File: src/rtl/quad_ctrl_pkg.sv
// Shared types and constants for the four-digit BCD counter controller.
package quad_ctrl_pkg;

  typedef enum logic [1:0] {
    StIdle,
    StRun,
    StPause,
    StDone
  } state_e;

  localparam int unsigned NUM_DIGITS = 4;
  localparam logic [3:0]  BCD_MAX    = 4'd9;

endpackage

File: src/rtl/bcd_digit.sv
// Single decimal digit: synchronous clear, increments on enable, wraps 9 -> 0.
module bcd_digit
  import quad_ctrl_pkg::*;
(
  input  logic       clk_i,
  input  logic       rst_i,
  input  logic       clr_i,
  input  logic       en_i,
  output logic [3:0] q_o
);

  logic [3:0] q_q, q_d;

  always_comb begin
    q_d = q_q;
    if (clr_i) begin
      q_d = 4'd0;
    end else if (en_i) begin
      q_d = (q_q == BCD_MAX) ? 4'd0 : q_q + 4'd1;
    end
  end

  always_ff @(posedge clk_i) begin
    if (rst_i) begin
      q_q <= 4'd0;
    end else begin
      q_q <= q_d;
    end
  end

  assign q_o = q_q;

endmodule

File: src/rtl/quad_count_ctrl.sv
// Run/pause/clear controller for a four-digit BCD counter with tick prescaler.
// Optional display freeze (lap) is built when QUAD_CTRL_LAP_EN is defined.
module quad_count_ctrl
  import quad_ctrl_pkg::*;
#(
  parameter int unsigned TICK_DIV = 100000,
  parameter bit          WRAP     = 1'b1
) (
  input  logic        clk_i,
  input  logic        rst_i,
  input  logic        start_i,
  input  logic        stop_i,
  input  logic        clear_i,
  input  logic        lap_i,
  output logic [15:0] digits_o,
  output logic [15:0] disp_o,
  output logic        running_o,
  output logic        done_o,
  output logic        tc_o
);

  localparam int unsigned PrescW = (TICK_DIV > 1) ? $clog2(TICK_DIV) : 1;
  localparam logic [PrescW-1:0] PrescMax = PrescW'(TICK_DIV - 1);

  state_e             state_q, state_d;
  logic [PrescW-1:0]  presc_q, presc_d;
  logic               tc_q;
  logic               tick;
  logic               at_max;
  logic               advance;
  logic               carry;
  logic [NUM_DIGITS-1:0] dig_en;
  logic [NUM_DIGITS-1:0] dig_nine;
  logic [3:0]         dig_q [NUM_DIGITS];

  assign running_o = (state_q == StRun);
  assign done_o    = (state_q == StDone);
  assign tc_o      = tc_q;
  assign tick      = running_o && (presc_q == PrescMax);

  // Ripple enable chain; with WRAP=0 the terminal tick is suppressed so 9999 holds.
  always_comb begin
    digits_o = '0;
    for (int i = 0; i < NUM_DIGITS; i++) begin
      dig_nine[i]        = (dig_q[i] == BCD_MAX);
      digits_o[4*i +: 4] = dig_q[i];
    end
    at_max  = &dig_nine;
    advance = tick && (WRAP || !at_max) && !clear_i;
    carry   = advance;
    for (int i = 0; i < NUM_DIGITS; i++) begin
      dig_en[i] = carry;
      carry     = carry && dig_nine[i];
    end
  end

  for (genvar i = 0; i < NUM_DIGITS; i++) begin : g_digit
    bcd_digit u_digit (
      .clk_i (clk_i),
      .rst_i (rst_i),
      .clr_i (clear_i),
      .en_i  (dig_en[i]),
      .q_o   (dig_q[i])
    );
  end

  always_comb begin
    state_d = state_q;
    if (clear_i) begin
      state_d = StIdle;
    end else if (tick && at_max && !WRAP) begin
      state_d = StDone;
    end else if (stop_i) begin
      if (state_q == StRun) state_d = StPause;
    end else if (start_i) begin
      if (state_q == StIdle || state_q == StPause) state_d = StRun;
    end
  end

  always_comb begin
    presc_d = presc_q;
    if (clear_i) begin
      presc_d = '0;
    end else if (tick) begin
      presc_d = '0;
    end else if (running_o) begin
      presc_d = presc_q + 1'b1;
    end
  end

  always_ff @(posedge clk_i) begin
    if (rst_i) begin
      state_q <= StIdle;
      presc_q <= '0;
      tc_q    <= 1'b0;
    end else begin
      state_q <= state_d;
      presc_q <= presc_d;
      tc_q    <= tick && at_max && !clear_i;
    end
  end

`ifdef QUAD_CTRL_LAP_EN
  logic        freeze_q, freeze_d;
  logic [15:0] snap_q, snap_d;

  always_comb begin
    freeze_d = freeze_q;
    snap_d   = snap_q;
    if (clear_i) begin
      freeze_d = 1'b0;
    end else if (lap_i && (state_q == StRun || state_q == StPause)) begin
      freeze_d = !freeze_q;
    end
    if (freeze_d && !freeze_q) snap_d = digits_o;
  end

  always_ff @(posedge clk_i) begin
    if (rst_i) begin
      freeze_q <= 1'b0;
      snap_q   <= '0;
    end else begin
      freeze_q <= freeze_d;
      snap_q   <= snap_d;
    end
  end

  assign disp_o = freeze_q ? snap_q : digits_o;
`else
  logic unused_lap;
  assign unused_lap = lap_i;
  assign disp_o     = digits_o;
`endif

endmodule

File: config.mk
export PLATFORM = sky130hd
export DESIGN_NAME = quad_count_ctrl
export DESIGN_NICKNAME = d
export VERILOG_FILES = /design/src/rtl/quad_ctrl_pkg.sv /design/src/rtl/bcd_digit.sv /design/src/rtl/quad_count_ctrl.sv
export SDC_FILE = /design/constraint.sdc
export NUM_CORES = 1
export LEC_CHECK = 0
export BUFFER_PORTS_ARGS = -buffer_cell sky130_fd_sc_hd__clkbuf_2
export CORE_MARGIN = 2
export CORE_UTILIZATION = 54
export DETAILED_ROUTE_END_ITERATION = 7
export PLACE_DENSITY = 0.79
export SLEW_MARGIN = 15
export SYNTH_ARGS = -nofsm -noshare
export SYNTH_HDL_FRONTEND = slang
export SYNTH_SLANG_ARGS = --single-unit
File: constraint.sdc
create_clock -name clk_i -period 2.7 [get_ports clk_i]
set_input_delay 0 -clock clk_i [delete_from_list [all_inputs] [get_ports clk_i]]
set_output_delay 0 -clock clk_i [all_outputs]
set_load 0.02 [all_outputs]
# Yosys cells after proc, flatten, opt, wreduce, memory -nomap -nowiden

Cells that the tools add are included.

Flip-flop bits (word level): 36
Input bits: 6
Output and inout port bits: 35
Logic and storage cells: 45

Add/subtract/negate cells: 5
Equal/unequal tests: 9
Mux-type cells: 8
Reductions and logical operators: 16

Operators by type and width:

| operator                                       | count |
|---|---|
| adder 17 x 1 -> 17 bit (second input constant) | 1 |
| == test 17 bit (second input constant)         | 1 |
| adder 4 x 1 -> 4 bit (second input constant)   | 4 |
| == test 4 bit (second input constant)          | 4 |
| 2-to-1 mux 4 bit                               | 4 |
| 2-to-1 mux 2 bit                               | 4 |
| logical AND 1 bit                              | 7 |
| == test 2 bit (second input constant)          | 2 |
| AND reduction 4 bit                            | 1 |
| nonzero test 2 bit                             | 2 |
| AND reduction 3 bit                            | 1 |
| OR reduction 3 bit                             | 1 |
| == test 2 x 1 -> 1 bit (second input constant) | 1 |
| logical NOT 2 bit                              | 1 |
| != test 2 x 1 -> 1 bit (second input constant) | 1 |
| OR reduction 2 bit                             | 1 |
| logical NOT 1 bit                              | 1 |
| logical OR 1 bit                               | 1 |

# Longest topological paths before layout

Depth after elaboration: 6
Depth in mapped cells: 6
Gate-level depth less buffers: 5

# By module

From an unflattened synthesis, not the netlist that was laid out.

Cell total of the unflattened synthesis: 218
Area, all modules: 1931.9 µm²

By module, submodules not included:

| module          | instances | cells an instance | area each (µm²) | seq. area each (µm²) |
|---|---|---|---|---|
| quad_count_ctrl | 1         | 138               | 1161.1          | 400.4 |
| bcd_digit       | 4         | 20                | 192.7           | 80.1 |

# Least setup slack after synthesis

Ideal clock, no wire load.

Path kind: register to register
Start point: register presc_q[0]
End point: register g_digit[1].u_digit.q_q[1]
Library setup time: 70 ps
Arrival time: 1788 ps
Data required time: 2630 ps
Slack: 841 ps
Stages on the path, launching flop included: 6
Buffers on the path: 0
Period minus slack after synthesis: 1859 ps
Path through: dfxtp_1 > ha_1 > nand3b_1 > or4_4 > or4_1 > a21oi_1

Longest elaborated chain between the ends: 4

Ends and longest elaborated chain:

| element                | RTL line              | text |
|---|---|---|
| start, declared        | quad_count_ctrl.sv:26 | `logic [PrescW-1:0] presc_q, presc_d;` |
| start signal, assigned | quad_count_ctrl.sv:98 | `presc_q <= presc_d;` |
| == test 17 bit         | quad_count_ctrl.sv:39 | `assign tick = running_o && (presc_q == PrescMax);` |
| logical AND 1 bit      | quad_count_ctrl.sv:39 |  |
| logical AND 1 bit      | quad_count_ctrl.sv:49 | `advance = tick && (WRAP \|\| !at_max) && !clear_i;` |
| logical AND 1 bit      | quad_count_ctrl.sv:53 | `carry = carry && dig_nine[i];` |
| end signal, assigned   | bcd_digit.sv:27       | `q_q <= q_d;` |
| end, declared          | bcd_digit.sv:12       | `logic [3:0] q_q, q_d;` |

No other way between the ends.
A chain may end at the register's enable or synchronous reset.

# Worst setup path in the final report

Start point: register presc_q[0]
End point: register g_digit[0].u_digit.q_q[3]

Longest elaborated chain between the ends: 3

Ends and longest elaborated chain:

| element              | RTL line |
|---|---|
| == test 17 bit       | quad_count_ctrl.sv:39 |
| logical AND 1 bit    | quad_count_ctrl.sv:39 |
| logical AND 1 bit    | quad_count_ctrl.sv:49 |
| end signal, assigned | bcd_digit.sv:27 |
| end, declared        | bcd_digit.sv:12 |

No other way between the ends.

==> results_dict.tcl <==
set metrics [dict create \
    status "finished, final reports clean" \
    clk_pin_slew_ps 110 \
    slew_headroom 0.4370 \
    finClkSkew_ps 6.598 \
    core_area_mm2 0.003416 \
    yosysSeqAreaShare 0.3683 \
    areaGrowthSynthToFinish_pct 11.89 \
    synth_cell_type_count 43 \
    period_needed_ps 2046 \
    multi_input_area_mm2 0.001062 \
    antenna_left 0 \
    firstDrtPassIters 4 \
    post-cts-setup-buffers 0 \
    grt_pass1_vias 1554 \
    placed_area_mm2 0.002088 \
    path_cells "ha_1 > nand3b_1 > or4_4 > or4_1 > a31oi_1" \
    postSynthAreaPerCell_um2 8.471 \
    rsz0062_at_grt "no" \
    crit_slowest_cell "or4_4" \
    final-max-slew-violation-count 0 \
    seqCellArea_um2 720.7 \
    netlist_area_mm2 0.001957 \
    setup_violations 0 \
    max_freq_mhz 488.8 \
    cts.htree.levels 2 \
    synth_edf_count 0 \
    crit_family "simple AND/OR/NAND/NOR gates" \
    clock_path_buffers 2 \
    clk_latency_ps 340 \
    path_max_fanout 6 \
    finalSetupTns_ps 0 \
    worstSetupEndpointType "flop" \
    crit_arrival_ps 2320 \
    clock_sinks 36 \
    fill_cells 298 \
    syn_nets 238 \
    dieHeight_um 64.20 \
    ys_async_sr_fraction 0 \
    cpPeakStageDelay_ps 540 \
    worst_pin_slew_ps 841.4 \
    leakagePower_nw 0.7677 \
    synth_warnings 0 \
    final_area_mm2 0.002190 \
    initialDrtViolationCount 128 \
    final_common_cell "clkbuf_2" \
    chipWidth_um 64.20 \
    track_usage 0.2202 \
    antenna_found_initial 0 \
    grt_max_degree 19 \
    synth_seq_cells 36 \
    dpl.hpwl_um 2842 \
    finalCritPeriodShare 0.7578 \
    grt_overflow 0 \
    antenna_cells 0 \
    drt-vias-per-instance 5.835 \
    path_buf_inv 0 \
    nets 269 \
    maxCapViolCount 0 \
    grt_first_pass_wirelength_um 7231 \
    vias 1803 \
    root_buffer "clkbuf_4" \
    syn_inst 231 \
    die-area_mm2 0.004122 \
    cts_tree "built" \
    hold_class "in2reg" \
    fp-row-count 21 \
    ir_worst_vdd_uv 298.6 \
    io_buffers 39 \
    power.density_mw_per_mm2 397.2 \
    cts_buffers 5 \
    path_class "reg2reg" \
    mostFrequentLayoutCells "39 x clkbuf_2, 36 x dfxtp_1, 17 x nor2_1" \
    ioPinCount 41 \
    drive_above_1_share 0.2167 \
    postRouteWirelength_um 4118 \
    drc 0 \
    place.gp.congestion 0.7704 \
    hold_ws_ps 10.08 \
    critPathLaunchType "flop" \
    wl_per_cell_um 13.33 \
    synth_ff_type "dfxtp_1" \
    initial_core_util 0.5729 \
    finalHoldViolCount 0 \
    cp_data_required_time_ps 2980 \
]
path summary, 6_finish.rpt:
path	start	to	slack, ps	depth (start not counted)
min	clear_i	g_digit[1].u_digit.q_o[2]$_SDFFE_PP0P_	10	3
max	presc_q[0]$_SDFFE_PP0P_	g_digit[0].u_digit.q_o[3]$_SDFFE_PP0P_	650	5
min reg2reg	presc_q[16]$_SDFFE_PP0P_	presc_q[16]$_SDFFE_PP0P_	490	2
max reg2reg	presc_q[0]$_SDFFE_PP0P_	g_digit[0].u_digit.q_o[3]$_SDFFE_PP0P_	650	5
cell families after synthesis:
kind of cell               after synthesis  share of synthesized area
AOI/OAI and AO/OA                       47                     0.1483
xor gates and xnor gates                12                    0.05371
adders and majority gates                1                   0.006393
buffers and inverters                   30                    0.08888
DFF                                     36                     0.3683
muxes                                    3                    0.01535
and+or+nand+nor                        102                     0.3190
per-layer routing:
layer | track usage | vias to the layer above | share of wire
li1 | - | 911 | -
met1 | 0.2935 | 842 | 0.50
met2 | 0.3464 | 41 | 0.45
met3 | 0.04754 | 9 | 0.035
met4 | 0.08777 | 0 | 0.020
met5 | 0 | - | 0
metrics by stage:
stage	setup WS (ps)	total power [mW]	util	std cells
after CTS	631.1	0.8785	0.6410	309
after detailed placement	656.7	0.5695	0.6114	297
after floorplan	841.5	0.5599	-	231
after global placement	714.8	0.5692	0.6114	297
after global routing	479.1	0.9067	0.6410	309
final	654.1	0.8697	0.6410	309
cell usage after synthesis, types with 3 or more instances:
| cell | count | area (um2) |
|---|---|---|
| dfxtp_1 | 36 | 720.7 |
| nor2_1 | 17 | 63.81 |
| buf_4 | 16 | 120.1 |
| a21oi_1 | 15 | 75.07 |
| nand2_1 | 11 | 41.29 |
| o21ai_0 | 11 | 55.05 |
| nand4_1 | 10 | 62.56 |
| or4_1 | 10 | 75.07 |
| nand3_1 | 9 | 45.04 |
| inv_1 | 8 | 30.03 |
| or3_1 | 8 | 50.05 |
| nor3_1 | 6 | 30.03 |
| o31ai_1 | 6 | 45.04 |
| xnor2_1 | 6 | 52.55 |
| xor2_1 | 6 | 52.55 |
| clkbuf_1 | 5 | 18.77 |
| nor2b_1 | 4 | 25.02 |
| a31oi_1 | 3 | 18.77 |
| and4bb_2 | 3 | 37.54 |
| mux2i_1 | 3 | 30.03 |
| o311ai_0 | 3 | 26.28 |
| o41ai_1 | 3 | 26.28 |
what timing repair did:
item,CTS,global route
hold buffers,4,0
resized for setup,0,0
hold endpoints to repair,5,0
area by class of cell:
cell class / count / share of cell area
repair buffers: 46 / 0.1177
multi-input cells: 165 / 0.4851
clock buffers: 6 / 0.02343
clock inverters: 2 / 0.004571
flip-flops and latches: 36 / 0.3291
well taps: 46 / 0.02629
inverters: 8 / 0.01371
power breakdown:
group / switching [mW] / internal [mW] / total (mW)
registers: 0.00134 / 0.532 / 0.533
clock network: 0.183 / 0.124 / 0.307
logic: 0.0180 / 0.0118 / 0.0297
total: 0.202 / 0.667 / 0.870
flip-flops by register name, indices dropped and copies added (netlist names):
signal,flops
presc_q,17
state_q,2
tc_o,1
g_digit.u_digit.q_o,16
worst min-delay path, cell delays in order:
cell and delay, ps:
clkbuf_2 140, or3_1 120, o41ai_1 50
(Power assumes the default switching activity.)
